<file path="src/rtl/exe_commit_buffer.sv">
// In-order commit buffer: retires execute results to the register file, redirects fetch on taken branches.
// Retire is combinational from the head entry; a retired taken branch squashes all younger entries.
module exe_commit_buffer #(
  parameter int XLEN  = 64,
  parameter int DEPTH = 2
) (
  input  logic            clk,
  input  logic            rst,
  input  logic            in_valid,
  output logic            in_ready,
  input  logic [XLEN-1:0] in_pc,
  input  logic            in_rd_wen,
  input  logic [4:0]      in_rd_addr,
  input  logic [XLEN-1:0] in_rd_data,
  input  logic            in_is_branch,
  input  logic            in_b_flag,
  input  logic [XLEN-1:0] in_br_target,
  output logic            commit_valid,
  input  logic            commit_ready,
  output logic [XLEN-1:0] commit_pc,
  output logic            rf_wen,
  output logic [4:0]      rf_waddr,
  output logic [XLEN-1:0] rf_wdata,
  output logic            redirect_valid,
  output logic [XLEN-1:0] redirect_pc,
  output logic            flush,
  input  logic [4:0]      fwd_raddr,
  output logic            fwd_hit,
  output logic [XLEN-1:0] fwd_data,
  output logic [63:0]     instret
);

  localparam int PW = (DEPTH > 1) ? $clog2(DEPTH) : 1;
  localparam int CW = $clog2(DEPTH + 1);

  typedef struct packed {
    logic [XLEN-1:0] pc;
    logic            rd_wen;
    logic [4:0]      rd_addr;
    logic [XLEN-1:0] rd_data;
    logic            is_branch;
    logic            b_flag;
    logic [XLEN-1:0] br_target;
  } entry_t;

  entry_t          ent_q [DEPTH];
  logic [PW-1:0]   head_q, head_d;
  logic [PW-1:0]   tail_q, tail_d;
  logic [CW-1:0]   count_q, count_d;
  logic [63:0]     instret_q, instret_d;

  entry_t head_ent;
  logic   fire;
  logic   enq;
  logic   taken;

  assign head_ent       = ent_q[head_q];
  assign commit_valid   = (count_q != '0);
  assign fire           = commit_valid & commit_ready;
  assign taken          = fire & head_ent.is_branch & head_ent.b_flag;
  assign redirect_valid = taken;
  assign redirect_pc    = head_ent.br_target;
  assign flush          = taken;
  assign in_ready       = (count_q < CW'(DEPTH)) & ~taken;
  assign enq            = in_valid & in_ready;

  assign commit_pc = head_ent.pc;
  assign rf_wen    = fire & head_ent.rd_wen & (head_ent.rd_addr != 5'd0);
  assign rf_waddr  = head_ent.rd_addr;
  assign rf_wdata  = head_ent.rd_data;
  assign instret   = instret_q;

  always_comb begin
    head_d    = head_q;
    tail_d    = tail_q;
    count_d   = count_q;
    instret_d = instret_q + {63'd0, fire};
    if (taken) begin
      // Squash everything behind the branch; empty buffer restarts just past it.
      head_d  = head_q + PW'(1);
      tail_d  = head_q + PW'(1);
      count_d = '0;
    end else begin
      if (fire) head_d = head_q + PW'(1);
      if (enq)  tail_d = tail_q + PW'(1);
      count_d = count_q + CW'(enq) - CW'(fire);
    end
  end

  // Oldest-to-youngest scan so the youngest match wins; in-flight enqueue is not visible.
  always_comb begin
    logic [PW-1:0] idx;
    idx      = '0;
    fwd_hit  = 1'b0;
    fwd_data = '0;
    for (int i = 0; i < DEPTH; i++) begin
      idx = head_q + PW'(i);
      if ((CW'(i) < count_q) && ent_q[idx].rd_wen &&
          (ent_q[idx].rd_addr == fwd_raddr) && (fwd_raddr != 5'd0)) begin
        fwd_hit  = 1'b1;
        fwd_data = ent_q[idx].rd_data;
      end
    end
  end

  always_ff @(posedge clk) begin
    if (rst) begin
      head_q    <= '0;
      tail_q    <= '0;
      count_q   <= '0;
      instret_q <= '0;
    end else begin
      head_q    <= head_d;
      tail_q    <= tail_d;
      count_q   <= count_d;
      instret_q <= instret_d;
    end
  end

  always_ff @(posedge clk) begin
    if (!rst && enq) begin
      ent_q[tail_q] <= '{pc:        in_pc,
                         rd_wen:    in_rd_wen,
                         rd_addr:   in_rd_addr,
                         rd_data:   in_rd_data,
                         is_branch: in_is_branch,
                         b_flag:    in_b_flag,
                         br_target: in_br_target};
    end
  end

endmodule

</file>
<file path="config.mk">
export PLATFORM = sky130hd
export DESIGN_NAME = exe_commit_buffer
export DESIGN_NICKNAME = d
export VERILOG_FILES = /design/src/rtl/exe_commit_buffer.sv
export SDC_FILE = /design/constraint.sdc
export NUM_CORES = 1
export LEC_CHECK = 0
export ABC_AREA = 1
export BUFFER_PORTS_ARGS = -buffer_cell sky130_fd_sc_hd__buf_2
export CORE_MARGIN = 4
export CORE_UTILIZATION = 23
export CTS_CLUSTER_SIZE = 30
export DETAILED_ROUTE_END_ITERATION = 8
export PLACE_DENSITY = 0.46
export SYNTH_ARGS = -nofsm -noshare
export SYNTH_HDL_FRONTEND = slang
export SYNTH_SLANG_ARGS = --single-unit
</file>
<file path="constraint.sdc">
create_clock -name clk -period 22.7 [get_ports clk]
set_input_delay 1.135 -clock clk [delete_from_list [all_inputs] [get_ports clk]]
set_output_delay 1.135 -clock clk [all_outputs]
set_load 0.1 [all_outputs]
</file>
==> Yosys cells after proc, flatten, opt, wreduce, memory -nomap -nowiden <==
Memory sizes are Yosys's and may differ from the RTL's. A register that Yosys moved wholly into a read port is not among the register bits.
Index checks and enable logic that the tools add are counted.
{ "op_classes": {"n_addsub": 5, "n_lt_le_gt_ge": 3, "eq_ne": 2, "muxes": 12, "bitwise_logic": 8, "reduce_logical": 14} }
{ "ops": {"columns": ["operator", "count"], "rows": [
  ["$mux 64", 2],
  ["$add 64x1->64", 1],
  ["$eq 5x5->1", 2],
  ["$mux 1", 10],
  ["$reduce_bool 5->1", 2],
  ["$and 1x1->1", 7],
  ["$logic_and 1x1->1", 7],
  ["$reduce_bool 2->1", 3],
  ["$lt 1x2->1 const A", 2],
  ["$add 1x1->1 const B", 2],
  ["$add 2x1->2", 1],
  ["$lt 2x2->1 const B", 1],
  ["$reduce_or 2->1", 1],
  ["$sub 2x1->2", 1],
  ["$logic_not 1->1", 1],
  ["$not 1->1", 1]
]} }
{ "word_totals": {"register_bits": 68, "mem_bits_rw": 400, "in_bits": 209, "out_inout_bits": 331, "elab_cells": 49, "mem_count": 1} }
{ "mem_list": {"columns": ["name", "words", "width", "read_ports", "rd_clocked_by_memory_dff", "write_ports", "line", "text"], "rows": [
  ["ent_q", 2, 200, 2, 1, 1, "46", "entry_t ent_q [DEPTH];"]
]} }

==> Logic depth before layout (Yosys ltp) <==
Gate-level depths: netlist (run 1).
{ "logic_depth": {"ltp_word": 10, "ltp_mapped": 16, "mapped_depth_nobuf": 16} }

==> Worst setup path after synthesis (run 1) <==
Ideal clock, no wire load.
{ "synth_path": {"kind": "input -> register", "startpoint": "input port commit_ready", "endpoint": "memory ent_q[0][0] (netlist bit) (enable)", "setup_ns": 1.005, "arrival_ns": 15.055, "t_required_ns": 21.695, "setup_slack_ns": 6.640, "stages": 5, "path_buffers": 0, "cell_sequence": "nand2_1 nor2_1 nand2_1 nand3b_1 nor3_1"} }
{ "synth_via": {"elab_chain_cells": 9} }
{ "synth_rtl": {"columns": ["element", "line", "text"], "rows": [
  ["start: declaration", "19", "input logic commit_ready,"],
  ["$and 1x1->1", "59", "assign fire = commit_valid & commit_ready;"],
  ["$and 1x1->1 (2 in a row)", "60", "assign taken = fire & head_ent.is_branch & head_ent.b_flag;"],
  ["$not 1->1", "64", "assign in_ready = (count_q < CW'(DEPTH)) & ~taken;"],
  ["$and 1x1->1", "64", null],
  ["$and 1x1->1", "65", "assign enq = in_valid & in_ready;"],
  ["$logic_and 1x1->1", "121", "if (!rst && enq) begin"],
  ["$mux 1", "121", null],
  ["$mux 1 (not written as such)", "122", "ent_q[tail_q] <= '{pc: in_pc,"],
  ["end: declaration", "46", null]
]} }
Every way passes these cells.

==> Worst setup path in the final report (run 1) <==
{ "layout_path": {"startpoint": "register head_q", "endpoint": "output port fwd_hit"} }
{ "layout_via": {"elab_chain_cells": 6, "elab_cells_between_ends": 7, "cone_classes": "add/sub (1); eq/ne (1); mux (1); reduce/logical (3); memory (1)"} }
{ "layout_rtl": {"columns": ["element", "line", "text"], "rows": [
  ["start: declaration", "47", "logic [PW-1:0] head_q, head_d;"],
  ["start signal: assignment", "108", "head_q <= '0;"],
  ["start signal: assignment", "113", "head_q <= head_d;"],
  ["$add 1x1->1 *", "97", "idx = head_q + PW'(i);"],
  ["$mem_v2 2x200 *", null, null],
  ["$eq 5x5->1 / $logic_and 1x1->1 (equally long branches)", "99, 98", null],
  ["$logic_and 1x1->1 *", "98", "if ((CW'(i) < count_q) && ent_q[idx].rd_wen &&"],
  ["$logic_and 1x1->1 *", "99", "(ent_q[idx].rd_addr == fwd_raddr) && (fwd_raddr != 5'd0)) begin"],
  ["$mux 1 *", "98", null],
  ["end: declaration", "28", "output logic fwd_hit,"]
]} }
Mark *: on every way between the ends. The rest lies on a longest branch, timed or not.

==> results.md, run 1 <==
* CTS clk-pin slew, worst paths at 60 ps
* Root buffer cell: clkbuf_16
* Area after DPL at around 25000 um2
* Final Hold Fails at 0
* All-Layer GR Usage at 14.3%
* Area Overhead vs Synth at 26.9%
* Cell taking the most area after synthesis: edfxtp_1
* Area of the die at 96400 um2
* Crit-path max FO at 65
* CTS Buffer Depth at 3
* Postcts setup bufs at 0
* FP Rows at between 100 and 150
* CTS tree: built
* MaxCap Viol Count at 0
* CP Cell Sequence: inv_4, nand2_1, nand2_1, nand2_1, nand2_1, nor2_4, buf_4, nand3_4, o21ai_0, buf_2
* Antenna viol nets, final at 0
* R2R Path End: ent_q[1][45]
* CP Class: register to primary output
* Fin crit share at 23.4%
* Synthesis-stage register bit count at around 470
* Post-synth EDFFs at 400
* CP arrival at 4170 ps
* Post-layout util at about 30%
* WL per Instance at 17.9 um
* Cts hold-fix bufs at 0
* Fmax at about 0.19 GHz
* Top_reg_cell synth: edfxtp_1
* I/O Pins at 540
* Flop-to-flop setup slack at 18470 ps
* Most frequent cell after synthesis: nand2_1
* Worst reg2reg path depth at 8
* Max-slew headroom at 30.7%
* Seq/Total Area, Yosys at 63.6%
* Post-CTS Resized at 0
* Mapped Area at 21000 um2
* Starting Density at about a quarter
* Clock insertion delay at the later pin of the skew report at 640 ps
* Routed wire length at slightly above 70000 um
* Post-route DRC at 0
* Die Y at 311 um
* DR vias/cell at 4.26
* Initial antenna violation count at 17
* Nets@finish at 2981
* Avg Cell Area, Syn at 9.35 um2
* Leakage at 0.0115 uW
* RePlAce Congestion at ~0.85
* VDD IR max at 0.0773 mV
* Worst slew pin tran at 1040 ps
* Hold crit path type: register to register
* Setup Skew at roughly 38 ps
* Post-synth ARST share at 0%
* Vias post-DR at 17000
* CP Launch Point: head_q
* CTS Buf Count at 56
* Die X at just over 300 um
* Hpwl dp at 51300 um
* Largest net degree at the start of global routing at 102
* H-tree levels at 2
* Worst setup path endpoint: fwd_hit
* Yosys warning total at 0
* Layout cells sized above 1 at 23.8%
* Synth top area cells: edfxtp_1 57%, nand2_1 16%, dfxtp_1 6.6%, inv_1 3.6%, o21ai_0 3.3%
* RSZ-0062 raised after global routing: no
* First-pass GRT wire length at 106000 um
* Post-Syn Instances at roughly 2300
* Crit path required time at 21570 ps
* Setup violations, final at 0
* Total power at between 3000 and 4000 uW
* Worst Setup Start Kind: register
* Outcome: completed
* Power Density at about 130 nW/um2
* DRT iter0 DRCs at 1101
* CP Capture Type: primary output
* Top cell type's share of synthesized area at 57.1%
* Post-synth top cells: 872 x nand2_1, 400 x edfxtp_1, 201 x inv_1, 169 x nor2_1, 138 x o21ai_0
* CP most frequent cell: nand2_1
* Synth unique cells at 36
* # port buffers at roughly 540
* Fin crit period at 5300 ps
* Total congestion overflow at 0
* Synth Net Count at 2465
* Pins Over Slew Limit at 0
* CORE AREA at between 90000 and 100000 um2
* CTS Sinks at 469
* Post-route cell area at between 20000 and 30000 um2
* Number of global-route vias before repair at 16500
* Slowest stage cell, crit path: nand3_4
* Largest stage delay, worst path at 860 ps
* Setup TNS at 0 ps
* Drt pass-1 iters at 7
==> power by group <==
group          switching [uW]  leakage [uW]  internal (uW)  total, uW
Combinational            1270       0.00647            173       1450
Sequential               28.7       0.00422           1030       1060
Clock                     360      0.000845            505        865
Total                    1660        0.0115           1710       3370
==> kinds of logic (layout without fill, tap and decap cells) <==
family / count (synthesis) / count (layout) / share of synthesized area (%)
AO/OA/AOI/OAI: 185 / 185 / 4.43
XOR/XNOR: 11 / 11 / 0.458
adder cells (fa/ha/maj): 4 / 4 / 0.238
buffers and inverters: 303 / 860 / 5.99
flip-flops: 469 / 469 / 63.6
other: 0 / 8 / 0
AND/OR/NAND/NOR: 1280 / 1280 / 25.3
==> layout make-up <==
| cell class | instances | area, um2 |
|---|---|---|
| tap | 1176 | 1470 |
| clock inverter | 26 | 279 |
| antenna | 8 | 20.0 |
| timing repair buffer | 558 | 2840 |
| fill | 9582 | 63700 |
| sequential | 469 | 13400 |
| multi-input combinational | 1480 | 6440 |
| clock buffer | 73 | 1490 |
| inverter | 203 | 772 |
==> stage by stage <==
| stage | setup slack, ps | hold WS (ps) | instances |
|---|---|---|---|
| 2_1_floorplan | 6640 | 502 | 2252 |
| 3_3_place_gp | 17560 | 489 | 3886 |
| 3_5_place_dp | 17490 | 491 | 3886 |
| 4_1_cts | 17280 | 501 | 3985 |
| 5_1_grt | 17040 | 518 | 3989 |
| 6_report | 17400 | 501 | 3993 |
==> layer usage <==
metal	global-route usage, %	wire (um)
met4	4.13	1900
met5	0	65
met1	17.3	29300
met2	24.7	34700
met3	4.42	5460
==> critical path, delay by kind of cell (launching register included) <==
kind            cells  cell delay [ps]
flops               1              600
buf+inv             3             1270
compound gates      1              370
simple gates        6             1240
==> flip-flops by register name, indices dropped and copies added (netlist names), named ones only <==
| signal | cells |
|---|---|
| tail_q | 1 |
| head_q | 1 |
| ent_q | 400 |
| count_q | 2 |
| instret | 64 |
==> how the worst min path moves through the flow <==
stage / startpoint / endpoint / slack [ps] / cells past startpoint
final: instret[60] / instret[60] / 500 / 2
after global routing: instret[60] / instret[60] / 520 / 2
after CTS: instret[60] / instret[60] / 500 / 2
after detailed placement: instret[60] / instret[60] / 490 / 2
after global placement: instret[60] / instret[60] / 490 / 2
after floorplan: tail_q / tail_q / 500 / 2
==> cell usage in the layout (no fill, tap or decap), types with 10 or more instances in the layout <==
master	n
a21oi_1	42
buf_2	539
buf_4	19
clkbuf_1	16
clkbuf_16	57
clkinv_1	10
dfxtp_1	67
edfxtp_1	400
inv_1	201
nand2_1	872
nand3_1	109
nand3_2	11
nand4_1	77
nor2_1	165
nor3_1	12
o21ai_0	138
No activity file was read; power rests on OpenSTA's default activity.
==> inputs of run 2 (changes only) <==
--- a/config.mk
+++ b/config.mk
@@ -11,7 +11,7 @@
 export CORE_UTILIZATION = 23
 export CTS_CLUSTER_SIZE = 30
 export DETAILED_ROUTE_END_ITERATION = 8
-export PLACE_DENSITY = 0.46
+export PLACE_DENSITY = 0.48
 export SYNTH_ARGS = -nofsm -noshare
 export SYNTH_HDL_FRONTEND = slang
 export SYNTH_SLANG_ARGS = --single-unit
==> constraint.sdc (replaced) <==
create_clock -name clk -period 4.3 [get_ports clk]
set_input_delay 0.215 -clock clk [delete_from_list [all_inputs] [get_ports clk]]
set_output_delay 0.215 -clock clk [all_outputs]
set_load 0.1 [all_outputs]
==> results.md, run 2 (synthesis results as in run 1) <==
* Outcome: completed
* Crit-path leading delay family: simple AND/OR/NAND/NOR gates
* Setup TNS at 0 ps (unchanged)
* Met2 WL post-DR at 35500 um (+2.3%)
* Starting Density at 23.3% (unchanged)
* Root buffer cell: clkbuf_16
* Drt pass-1 iters at 5 (-2)
* RePlAce Congestion at 0.841 (-1.2%)
* Clock insertion delay at the later pin of the skew report at 630 ps (about the same)
* Antenna viol nets, final at 0 (unchanged)
* Max-slew headroom at 32.8% (+2.1 points)
* Initial antenna violation count at 11 (-6)
* Met3 Wirelength at 5120 um (-6.2%)
* CTS Buf Count at 57 (+1.8%)
* CP Class: register to primary output
* Fmax at 0.260 GHz
* Routed wire length at 73600 um (+2.9%)
* WL per Instance at 17.5 um (-2.1%)
* CTS clk-pin slew, worst paths at 60 ps (about the same)
* H-tree levels at 2 (unchanged)
* Leakage at 0.0125 uW (+8.5%)
* Vias post-DR at 18100 (+6.3%)
* I/O Pins at 540 (unchanged)
* FP Rows at 110 (unchanged)
* CP arrival at 3630 ps (-540 ps)
* Slowest stage cell, crit path: nor2_8
* Pins Over Slew Limit at 0 (unchanged)
* Hold crit path type: primary input to register
* Internal cell power at 9470 uW (+450%)
* CP Cell Sequence: inv_8, nand2_1, nand2_1, nand2_1, nand2_1, nor2_1, nand2_1, nor2_8, buf_4, nand3_1, nand2_1, buf_2
* Area of the die at 96400 um2 (unchanged)
* All-Layer GR Usage at 14.8% (+0.47 points)
* CP most frequent cell: nand2_1
* Postcts setup bufs at 0 (unchanged)
* Max Used Layer: met5
* Nets@finish at 3188 (+6.9%)
* Largest stage delay, worst path at 620 ps (-240 ps)
* Worst Setup Start Kind: register
* Final Hold Fails at 0 (unchanged)
* Die X at 311 um (unchanged)
* Final Worst Setup Slack at 454 ps (-16940 ps)
* Post-route DRC at 0 (unchanged)
* MaxCap Viol Count at 0 (unchanged)
* Power Density at 635 nW/um2 (+400%)
* CTS Buffer Depth at 3 (unchanged)
* Hpwl dp at 52400 um (+2.0%)
* Switching Share at 48.6% (-0.66 points)
* DP Worst Slack at 1080 ps (-16420 ps)
* Hold Slack at 151 ps (-350 ps)
* Commonest cells after routing, fill and taps aside: 872 x nand2_1, 537 x buf_2, 400 x edfxtp_1, 202 x dlygate4sd3_1, 201 x inv_1
* Total congestion overflow at 0 (unchanged)
* Flop-to-flop setup slack at 1230 ps (-17240 ps)
* # port buffers at 539 (unchanged)
* Worst slew pin tran at 1010 ps (-30.9 ps)
* Gate power share at 42.7% (-0.2 points)
* First-pass GRT wire length at 111000 um (+4.3%)
* Die Y at 311 um (unchanged)
* RSZ-0062 raised after global routing: no
* Crit path required time at 4090 ps (-17480 ps)
* Largest net degree at the start of global routing at 118 (+16%)
* Clk pwr share at 26.8% (+1.1 points)
* M1 WL at 30200 um (+2.8%)
* Worst Path Buf+Inv at 3 (unchanged)
* CTS Sinks at 469 (unchanged)
* Flop pwr share at 30.5% (-0.9 points)
* Area Overhead vs Synth at 38.0%
* VDD IR max at 0.534 mV (+590%)
* Max FFs per register at 400 (unchanged)
* Layout cells sized above 1 at 22.8% (-1.1 points)
* DR vias/cell at 4.31 (+1.1%)
* Commonest non-fill, non-tap cell in the layout: nand2_1
* Fin crit period at 3850 ps
* Setup violations, final at 0 (unchanged)
* DRT iter0 DRCs at 1236 (+12%)
* Biggest register: ent_q
* Fin crit share at 89.5%
* CORE AREA at 90400 um2 (unchanged)
* Setup Skew at 19.6 ps (-18.4 ps)
* CP Capture Type: primary output
* CTS tree: built
* Crit-path max FO at 65 (unchanged)
* Net Switching at 8970 uW (+440%)
* Number of global-route vias before repair at 18100 (+9.6%)
run 2: changes by cell type in the layout (fill, tap and decap cells not counted), moves of 3 or more:
cell and delta:
inv_6 +3, diode_2 -5, clkinv_1 -4, clkbuf_1 -6, bufinv_16 +4, buf_12 +11, buf_4 -5, dlygate4sd3_1 +202
clkinv_2 +3
run 2: power groups by stage:
stage	logic (uW)	clock network (uW)	registers, uW
after floorplan	6200	0	5710
after global placement	7790	0	5710
after detailed placement	7790	0	5710
after CTS	7960	5110	5620
after global routing	8240	5300	5660
final	7880	4940	5620
run 2: final timing paths:
check	endpoint	cells past startpoint	from
worst min-delay path	instret[43]	3	rst
worst max-delay path	fwd_data[6]	12	register
worst min register to register	instret[60]	2	instret[60]
worst max register to register	ent_q[0][14]	6	register
run 2: final cells by class:
class	instances	area (um2)
clock inverter	35	427
tap	1176	1470
clock buffer	68	1490
fill	9372	61400
sequential	469	13400
antenna	3	7.51
timing repair buffer	764	5030
multi-input combinational	1480	6450
inverter	203	772
run 2: worst register-to-register path, cell delays in order (launching register included):
cell      delay (ps)
dfxtp_4          430
buf_4            630
nand2_1          120
nand2_1          180
nand3b_1         250
nor3_4           290
buf_12           380
run 2: routing by layer:
metal / vias to the layer above / GRT usage, %
li1: 8908 / -
met1: 8467 / 17.7
met2: 558 / 25.3
met3: 138 / 4.17
met4: 6 / 5.67
met5: - / 0
run 2: stage by stage:
step                      std cells  power (uW)  utilization (%)  cell area [um2]
after floorplan                2252       11900                -            21100
after global placement         3890       13500             27.8            25100
after detailed placement       3890       13500             27.8            25100
after CTS                      4195       18700             32.1            29000
after global routing           4198       19200             32.1            29100
final                          4198       18400             32.1            29100
run 2: timing repair:
item | CTS | global route
hold buffers | 202 | 0
endpoints found under the hold margin | 402 | 0
resized for setup | 0 | 0
